### src/rtl/frame_unscramble_pkg.sv
// Shared constants for the 9-slot frame unscrambler: frame geometry, the slot
// permutation and the read-engine state type.
package frame_unscramble_pkg;

  localparam int FRAME_LEN = 9;
  localparam int SLOT_W    = 4;

  localparam logic [SLOT_W-1:0] LAST_SLOT = 4'd8;

  // Scrambled slot s carries natural index PERM[s]; the table is self-inverse.
  localparam logic [SLOT_W-1:0] PERM [FRAME_LEN] = '{
    4'd0, 4'd1, 4'd3, 4'd2, 4'd4, 4'd6, 4'd5, 4'd7, 4'd8
  };

  typedef enum logic {
    RD_IDLE  = 1'b0,
    RD_DRAIN = 1'b1
  } rd_state_t;

  function automatic logic [SLOT_W-1:0] perm_idx(input logic [SLOT_W-1:0] slot);
    perm_idx = (slot <= LAST_SLOT) ? PERM[slot] : '0;
  endfunction

endpackage

### src/rtl/frame_bank.sv
// One frame buffer of the ping-pong pair: indexed write, combinational read
// by natural index, and a full flag owned jointly by the write and read sides.
module frame_bank
  import frame_unscramble_pkg::*;
#(
  parameter int DATA_W = 8
) (
  input  logic              clk,
  input  logic              rst,
  input  logic              wr_en_i,
  input  logic [SLOT_W-1:0] wr_idx_i,
  input  logic [DATA_W-1:0] wr_data_i,
  input  logic              set_full_i,
  input  logic              clr_full_i,
  input  logic [SLOT_W-1:0] rd_idx_i,
  output logic [DATA_W-1:0] rd_data_o,
  output logic              full_o
);

  logic [DATA_W-1:0] mem_q [FRAME_LEN];
  logic              full_q;

  always_ff @(posedge clk or posedge rst) begin
    if (rst) begin
      for (int i = 0; i < FRAME_LEN; i++) begin
        mem_q[i] <= '0;
      end
    end else if (wr_en_i && (wr_idx_i <= LAST_SLOT)) begin
      mem_q[wr_idx_i] <= wr_data_i;
    end
  end

  // Set wins over clear; the two never coincide on one bank in legal traffic.
  always_ff @(posedge clk or posedge rst) begin
    if (rst) begin
      full_q <= 1'b0;
    end else if (set_full_i) begin
      full_q <= 1'b1;
    end else if (clr_full_i) begin
      full_q <= 1'b0;
    end
  end

  assign rd_data_o = (rd_idx_i <= LAST_SLOT) ? mem_q[rd_idx_i] : '0;
  assign full_o    = full_q;

endmodule

### src/rtl/frame_unscramble.sv
// Receive-side unscrambler: fills one bank in scrambled slot order while the
// other drains in natural order, giving gapless output for continuous input.
module frame_unscramble
  import frame_unscramble_pkg::*;
#(
  parameter int DATA_W = 8
) (
  input  logic              clk,
  input  logic              rst,
  input  logic [DATA_W-1:0] in_data,
  input  logic              in_valid,
  input  logic              in_sof,
  output logic [DATA_W-1:0] out_data,
  output logic              out_valid,
  output logic              out_sof,
  output logic              frame_err
);

  // Handshake: in_valid has no backpressure, every valid byte is taken on the
  // edge it is presented; out_valid is a pure strobe with no ready.

  logic [SLOT_W-1:0] wr_slot_q, wr_slot_d;
  logic              wr_bank_q, wr_bank_d;
  logic              frame_err_q, frame_err_d;
  logic [SLOT_W-1:0] wr_idx;
  logic              frame_done;
  logic              sync_err;

  rd_state_t         rd_state_q, rd_state_d;
  logic [SLOT_W-1:0] rd_idx_q, rd_idx_d;
  logic              rd_bank_q, rd_bank_d;
  logic [SLOT_W-1:0] rd_sel_idx;
  logic              rd_start;
  logic              rd_last;

  logic [DATA_W-1:0] out_data_q, out_data_d;
  logic              out_valid_q, out_valid_d;
  logic              out_sof_q, out_sof_d;

  logic [DATA_W-1:0] bank0_rd_data, bank1_rd_data, rd_data;
  logic              bank0_full, bank1_full, rd_bank_full;

  // ---------------- write side ----------------
  always_comb begin
    sync_err    = in_valid && in_sof && (wr_slot_q != '0);
    wr_slot_d   = wr_slot_q;
    wr_bank_d   = wr_bank_q;
    frame_done  = 1'b0;
    wr_idx      = perm_idx(wr_slot_q);
    frame_err_d = sync_err;
    if (in_valid) begin
      if (sync_err) begin
        // Resynchronise: the sof byte becomes slot 0 of a fresh frame.
        wr_idx    = perm_idx('0);
        wr_slot_d = 4'd1;
      end else if (wr_slot_q == LAST_SLOT) begin
        wr_slot_d  = '0;
        wr_bank_d  = ~wr_bank_q;
        frame_done = 1'b1;
      end else begin
        wr_slot_d = wr_slot_q + 4'd1;
      end
    end
  end

  always_ff @(posedge clk or posedge rst) begin
    if (rst) begin
      wr_slot_q   <= '0;
      wr_bank_q   <= 1'b0;
      frame_err_q <= 1'b0;
    end else begin
      wr_slot_q   <= wr_slot_d;
      wr_bank_q   <= wr_bank_d;
      frame_err_q <= frame_err_d;
    end
  end

  // ---------------- ping-pong banks ----------------
  frame_bank #(.DATA_W(DATA_W)) u_bank0 (
    .clk        (clk),
    .rst        (rst),
    .wr_en_i    (in_valid && !wr_bank_q),
    .wr_idx_i   (wr_idx),
    .wr_data_i  (in_data),
    .set_full_i (frame_done && !wr_bank_q),
    .clr_full_i (rd_last && !rd_bank_q),
    .rd_idx_i   (rd_sel_idx),
    .rd_data_o  (bank0_rd_data),
    .full_o     (bank0_full)
  );

  frame_bank #(.DATA_W(DATA_W)) u_bank1 (
    .clk        (clk),
    .rst        (rst),
    .wr_en_i    (in_valid && wr_bank_q),
    .wr_idx_i   (wr_idx),
    .wr_data_i  (in_data),
    .set_full_i (frame_done && wr_bank_q),
    .clr_full_i (rd_last && rd_bank_q),
    .rd_idx_i   (rd_sel_idx),
    .rd_data_o  (bank1_rd_data),
    .full_o     (bank1_full)
  );

  assign rd_data      = rd_bank_q ? bank1_rd_data : bank0_rd_data;
  assign rd_bank_full = rd_bank_q ? bank1_full : bank0_full;

  // ---------------- read engine: state register ----------------
  always_ff @(posedge clk or posedge rst) begin
    if (rst) begin
      rd_state_q  <= RD_IDLE;
      rd_idx_q    <= '0;
      rd_bank_q   <= 1'b0;
      out_data_q  <= '0;
      out_valid_q <= 1'b0;
      out_sof_q   <= 1'b0;
    end else begin
      rd_state_q  <= rd_state_d;
      rd_idx_q    <= rd_idx_d;
      rd_bank_q   <= rd_bank_d;
      out_data_q  <= out_data_d;
      out_valid_q <= out_valid_d;
      out_sof_q   <= out_sof_d;
    end
  end

  // ---------------- read engine: next state ----------------
  // Index 0 leaves on the idle->drain edge, so the drain state walks 1..8.
  always_comb begin
    rd_state_d = rd_state_q;
    rd_idx_d   = rd_idx_q;
    rd_bank_d  = rd_bank_q;
    case (rd_state_q)
      RD_IDLE: begin
        if (rd_bank_full) begin
          rd_state_d = RD_DRAIN;
          rd_idx_d   = 4'd1;
        end
      end
      RD_DRAIN: begin
        if (rd_idx_q == LAST_SLOT) begin
          rd_state_d = RD_IDLE;
          rd_idx_d   = '0;
          rd_bank_d  = ~rd_bank_q;
        end else begin
          rd_idx_d = rd_idx_q + 4'd1;
        end
      end
      default: begin
        rd_state_d = RD_IDLE;
        rd_idx_d   = '0;
      end
    endcase
  end

  // ---------------- read engine: outputs ----------------
  always_comb begin
    rd_start    = (rd_state_q == RD_IDLE) && rd_bank_full;
    rd_last     = (rd_state_q == RD_DRAIN) && (rd_idx_q == LAST_SLOT);
    rd_sel_idx  = (rd_state_q == RD_DRAIN) ? rd_idx_q : '0;
    out_valid_d = rd_start || (rd_state_q == RD_DRAIN);
    out_sof_d   = rd_start;
    out_data_d  = out_valid_d ? rd_data : out_data_q;
  end

  assign out_data  = out_data_q;
  assign out_valid = out_valid_q;
  assign out_sof   = out_sof_q;
  assign frame_err = frame_err_q;

endmodule

### config.mk
export PLATFORM = sky130hd
export DESIGN_NAME = frame_unscramble
export DESIGN_NICKNAME = d
export VERILOG_FILES = /design/src/rtl/frame_unscramble_pkg.sv /design/src/rtl/frame_bank.sv /design/src/rtl/frame_unscramble.sv
export SDC_FILE = /design/constraint.sdc
export NUM_CORES = 1
export LEC_CHECK = 0
export BUFFER_PORTS_ARGS = -buffer_cell sky130_fd_sc_hd__buf_2
export CORE_ASPECT_RATIO = 0.75
export CORE_MARGIN = 2
export CORE_UTILIZATION = 40
export CTS_CLUSTER_DIAMETER = 40
export DETAILED_ROUTE_END_ITERATION = 8
export PLACE_DENSITY = 0.52
export SETUP_SLACK_MARGIN = 0.1
export SLEW_MARGIN = 20
export SYNTH_ARGS = -nofsm -noshare
export SYNTH_HDL_FRONTEND = slang
export SYNTH_SLANG_ARGS = --single-unit
### constraint.sdc
create_clock -name clk -period 8.59 [get_ports clk]
set_input_delay 1.718 -clock clk [delete_from_list [all_inputs] [get_ports clk]]
set_output_delay 1.718 -clock clk [all_outputs]
set_load 0.03 [all_outputs]
Yosys cells after proc, flatten, opt, wreduce, memory -nomap -nowiden
Memory sizes are Yosys's and may differ from the RTL's.
Cells that the tools add are included.
{ "word_totals": {"reg_bits": 168, "mem_bits_ro": 64, "in_bits": 12, "output_inout_bits": 11, "word_cells": 105, "mem_count": 1} }
{ "classes": {"add_sub_neg": 2, "magnitude_cmp": 7, "n_eq_ne": 3, "muxes": 35, "n_bitwise": 7, "reduce_logical": 21} }
{ "memory_table": {"columns": ["memory", "depth", "word_bits", "rd", "rd_clocked_by_memory_dff", "write_ports", "line", "rtl"], "rows": [
  ["(no name shown)", 16, 4, 1, 0, 0, "frame_unscramble_pkg.sv:21", "perm_idx = (slot <= LAST_SLOT) ? PERM[slot] : '0;"]
]} }
{ "ops": {"columns": ["operator", "count"], "rows": [
  ["bitwise mux 72 bit", 2],
  ["binary-select mux 8 bit (select 4 bit)", 2],
  ["two-way mux 8 bit", 8],
  ["two-way mux 4 bit", 10],
  ["demux 8 bit (select 4 bit)", 1],
  [">= comparator 5 bit (second input constant)", 3],
  ["NOT 4 -> 5 bit", 3],
  ["logical AND 1 bit", 13],
  ["<= comparator 4 bit (second input constant)", 3],
  ["two-way mux 1 bit", 10],
  ["adder 4 x 1 -> 4 bit (second input constant)", 2],
  ["equality test 4 bit (second input constant)", 2],
  ["one-hot mux 4 bit (2 select lines)", 1],
  ["< comparator 5 x 1 -> 1 bit (second input constant)", 1],
  ["NOT 1 bit", 4],
  ["nonzero test 2 bit", 2],
  ["nonzero test 4 bit", 1],
  ["AND reduction 3 bit", 1],
  ["logical NOT 1 bit", 2],
  ["!= test 2 bit (second input constant)", 1],
  ["one-hot mux 1 bit (2 select lines)", 1],
  ["AND reduction 2 bit", 1],
  ["logical OR 1 bit", 1]
]} }

Longest topological paths before layout
{ "depth": {"ltp_word": 13, "mapped_depth": 8} }

By module
Synthesis repeated with hierarchy kept, for this count alone.
{ "hier_totals": {"cells_unflattened": 576, "area_unflattened_um2": 8029.0} }
{ "modules_own_cells": {"columns": ["module", "n_inst", "cells_per_inst", "area_per_inst_um2"], "rows": [
  ["frame_bank", 2, 230, 3383.2],
  ["frame_unscramble", 1, 116, 1262.5]
]} }

Least setup slack after synthesis
OpenSTA, ideal clock, no wires.
{ "synth_timing": {"path_type": "input -> register", "startpoint": "input in_valid", "endpoint": "register u_bank0.mem_q[10] (netlist bit)", "setup_time_ns": 0.125, "arrival_time_ns": 3.277, "required_time_ns": 8.465, "setup_slack_ns": 5.188, "path_stages": 6, "path_buffers": 2, "cell_sequence": "buf_4 inv_2 or4_1 buf_2 nor4_4 mux2_2"} }
{ "synth_via": {"elab_chain_cells": 10, "elab_cells_between_ends": 14, "cone_classes": "order compare: 3; mux: 5; bitwise: 1; reduce/logical: 5"} }
{ "synth_rtl": {"columns": ["item", "line", "rtl"], "rows": [
  ["start, declared", "frame_unscramble.sv:11", "input logic in_valid,"],
  ["logical AND 1 bit (2 in series)", "frame_unscramble.sv:45", "sync_err = in_valid && in_sof && (wr_slot_q != '0);"],
  ["two-way mux 4 bit", "frame_unscramble.sv:52", "if (sync_err) begin"],
  ["two-way mux 4 bit", "frame_unscramble.sv:51", "if (in_valid) begin"],
  ["NOT 4 -> 5 bit (not written as such)", "frame_bank.sv:29", "mem_q[wr_idx_i] <= wr_data_i;"],
  [">= comparator 5 bit (not written as such) / < comparator 5 x 1 -> 1 bit (equally long branches)", "frame_bank.sv:29", null],
  ["logical AND 1 bit (not written as such)", "frame_bank.sv:29", null],
  ["two-way mux 8 bit (not written as such)", "frame_bank.sv:29", null],
  ["demux 8 bit (select 4 bit)", "frame_bank.sv:29", null],
  ["bitwise mux 72 bit", "frame_bank.sv:29", null],
  ["end signal, assigned by index", "frame_bank.sv:29", null],
  ["end, declared", "frame_bank.sv:20", "logic [DATA_W-1:0] mem_q [FRAME_LEN];"]
]} }
Parallel ways exist; a longest one is shown, timed or not.
A chain may end at the register's enable or synchronous reset.

Worst setup path in the final report
{ "layout_timing": {"startpoint": "input in_valid", "endpoint": "register u_bank1.mem_q[68] (netlist bit)"} }
{ "layout_via": {"elab_chain_cells": 10, "elab_cells_between_ends": 14, "cone_classes": "order compare: 3; mux: 5; bitwise: 1; reduce/logical: 5"} }
{ "layout_rtl": {"columns": ["item", "line"], "rows": [
  ["logical AND 1 bit (2 in series)", "frame_unscramble.sv:45"],
  ["two-way mux 4 bit", "frame_unscramble.sv:52"],
  ["two-way mux 4 bit", "frame_unscramble.sv:51"],
  ["NOT 4 -> 5 bit (not written as such)", "frame_bank.sv:29"],
  [">= comparator 5 bit (not written as such) / < comparator 5 x 1 -> 1 bit (equally long branches)", "frame_bank.sv:29"],
  ["logical AND 1 bit (not written as such)", "frame_bank.sv:29"],
  ["two-way mux 8 bit (not written as such)", "frame_bank.sv:29"],
  ["demux 8 bit (select 4 bit)", "frame_bank.sv:29"],
  ["bitwise mux 72 bit", "frame_bank.sv:29"],
  ["end signal, assigned by index", "frame_bank.sv:29"],
  ["end, declared", "frame_bank.sv:20"]
]} }
Parallel ways exist; a longest one is shown, timed or not.

==> impl_metrics.tcl <==
set metrics [dict create \
    design_area_mm2 0.008901 \
    hold_path.class "reg2reg" \
    cp-start-kind "primary input" \
    synth_edf_count 0 \
    drtIter0Drc 383 \
    drtAntennaViolNets 0 \
    die_height_um 126.4 \
    die_w_um 167.1 \
    grt_overflow_total 0 \
    syn-instance-count 660 \
    finClkSkew_ps 8.504 \
    relSlewSlack 0.3592 \
    p_leak_nw 4.056 \
    synth_cell_types 52 \
    slew_viol_final 0 \
    core_mm2 0.01943 \
    placed_area_mm2 0.008303 \
    synth_top_cell_area_share 0.5266 \
    p_per_area_mw_per_mm2 388.7 \
    timing.fmax_ghz 0.2971 \
    synthTopCellsByCount "168 x dfrtp_1, 149 x mux2_2, 35 x nor2_1, 33 x mux2i_1, 32 x nand2_1" \
    fin_setup_tns_ps 0 \
    wl_per_cell_um 22.05 \
    htreeDepth 4 \
    nFillCells 1816 \
    setup.worst_path.class "in2reg" \
    worst_path_max_delay_cell "nor2b_1" \
    clock_path_buffers 2 \
    synth_warnings 0 \
    synth_area_leaders "dfrtp_1 53%, mux2_2 21%, mux2i_1 4.1%" \
    path_max_fanout 9 \
    gp_congestion 0.8419 \
    status "finished, final reports clean" \
    path_clk_slew_ps 60 \
    io_pins 23 \
    cp-end-kind "flop" \
    hold_violations 0 \
    cts_resized 0 \
    die_area_mm2 0.02112 \
    grt_use_total 0.2042 \
    setup_viol 0 \
    numCtsBuffers 17 \
    wirelength_um 20590 \
    antenna_found_initial 1 \
    cts_tree "built" \
    post-route-drc-count 0 \
    grt_pass1_wl_um 32550 \
    synth.avg_cell_area_um2 12.10 \
    crit_path_max_incr_delay_ps 700 \
    synth_ff_type "dfrtp_1" \
    final_nets 684 \
    async_reset_ff_frac 1.000 \
    worstPathRequired_ps 8900 \
    cts_setup_buffers 0 \
    path_cells "buf_2, inv_2, or3_1, a21oi_1, nor2b_1, mux2_2" \
    cts_root_buf "clkbuf_16" \
    netlist_area_mm2 0.007984 \
    area_growth_pct 11.49 \
    synth.largest_area_cell "dfrtp_1" \
    yosys.cell_count.top_type "dfrtp_1" \
    start_util 0.4108 \
    grt_max_degree 110 \
    synth-seq-cells 168 \
    cp_data_arrival_time_ps 3670 \
    finalCritPeriodShare 0.3918 \
    grt_pass1_vias 5368 \
    io_buffers 22 \
    ff2ff_setup_slack_ps 5680 \
    dr.pass1.iters 4 \
    clk_latency_ps 430 \
    cts_hold_buf 0 \
    clock_sinks 168 \
    worst_pin_slew_ps 959.3 \
    drv_cap 0 \
    rsz0062_at_grt "no" \
    yosysSeqAreaShare 0.5266 \
    final.min_clock_period_ps 3366 \
    num_vias 5324 \
    dp_hpwl_um 13440 \
    ir_drop_v 0.0003045 \
    routed_via_density 5.700 \
    drive_gt1_frac 0.3201 \
    row_count 44 \
    antenna_cells 0 \
    syn_nets 676 \
]
## metal layers
| layer | track usage | routed length [um] |
|---|---|---|
| met3 | 0.03744 | 784 |
| met5 | 0 | 0 |
| met1 | 0.3090 | 10480 |
| met2 | 0.3065 | 9137 |
| met4 | 0.04676 | 189 |
## critical path, delay by kind of cell
family / cells / cell delay [ps]
and+or+nand+nor: 2 / 1090
AOI/OAI and AO/OA: 1 / 190
buffers and inverters: 2 / 260
muxes: 1 / 410
## cell families (layout without fill, tap and decap cells)
kind of cell               Yosys count  after routing  share of synthesized area
buffers and inverters               56             77                    0.02852
AOI/OAI and AO/OA                  127            127                     0.1047
xor gates and xnor gates             1              1                   0.001097
adders and majority gates            4              4                   0.006269
and+or+nand+nor                    121            121                    0.07852
DFF                                168            168                     0.5266
muxes                              183            183                     0.2543
## flip-flops by register name (all words and copies together), names as in the netlist
signal / count
out_sof: 1
out_valid: 1
frame_err: 1
rd_bank_q: 1
u_bank0.mem_q: 72
u_bank1.mem_q: 72
rd_state_q: 1
u_bank0.full_o: 1
wr_slot_q: 4
out_data: 8
rd_idx_q: 4
u_bank1.full_o: 1
wr_bank_q: 1
## final timing paths
kind                            depth (start not counted)                             to                           from
worst max-delay path                                    6  u_bank1.mem_q[68]$_DFFE_PP0P_                       in_valid
worst min-delay path                                    1  u_bank0.mem_q[61]$_DFFE_PP0P_  u_bank0.mem_q[61]$_DFFE_PP0P_
worst max register to register                          7  u_bank1.mem_q[68]$_DFFE_PP0P_       wr_slot_q[1]$_DFFE_PP0P_
worst min register to register                          1  u_bank0.mem_q[61]$_DFFE_PP0P_  u_bank0.mem_q[61]$_DFFE_PP0P_
max in group asynchronous                               3  u_bank1.mem_q[33]$_DFFE_PP0P_                            rst
min in group asynchronous                               2  u_bank0.mem_q[30]$_DFFE_PP0P_                            rst
## layout by cell type (no fill, tap or decap), types with 5 or more instances in the layout
cell type	count
o221ai_1	5
o2111ai_1	5
a21oi_1	30
o22ai_1	6
mux2i_1	33
inv_1	13
dfrtp_1	166
nor2_1	35
buf_4	7
nor3_1	6
clkbuf_16	17
a211oi_1	12
nand3_1	8
nor2b_1	13
buf_2	22
o21ai_0	29
o31a_1	10
a22o_1	5
clkbuf_8	5
mux2_2	149
o22a_1	7
nand2_1	32
## where the power goes
part | internal, W | switching (W)
combinational | 0.000614 | 0.000763
sequential | 0.00112 | 0.000185
clock | 0.000466 | 0.000309
## stage by stage
stage / power [W] / setup slack (ps) / cells / util / hold WS (ps)
2_1_floorplan: 0.002313 / 2325 / 660 / - / 467.3
3_3_place_gp: 0.002659 / 4834 / 902 / 0.4272 / 478.7
3_5_place_dp: 0.002695 / 4804 / 902 / 0.4272 / 485.8
4_1_cts: 0.003477 / 5255 / 934 / 0.4579 / 499.9
5_1_grt: 0.003682 / 5134 / 934 / 0.4580 / 512.1
6_report: 0.003460 / 5224 / 934 / 0.4580 / 500.1
## cell type report
type	count	area, um2	area share
flip-flops and latches	168	4207	0.4726
well taps	253	316.6	0.03556
clock buffers	25	505.5	0.05679
repair buffers	29	162.7	0.01827
inverters	16	67.56	0.007591
clock inverters	7	90.09	0.01012
multi-input cells	436	3552	0.3991
(Power assumes the default switching activity.)
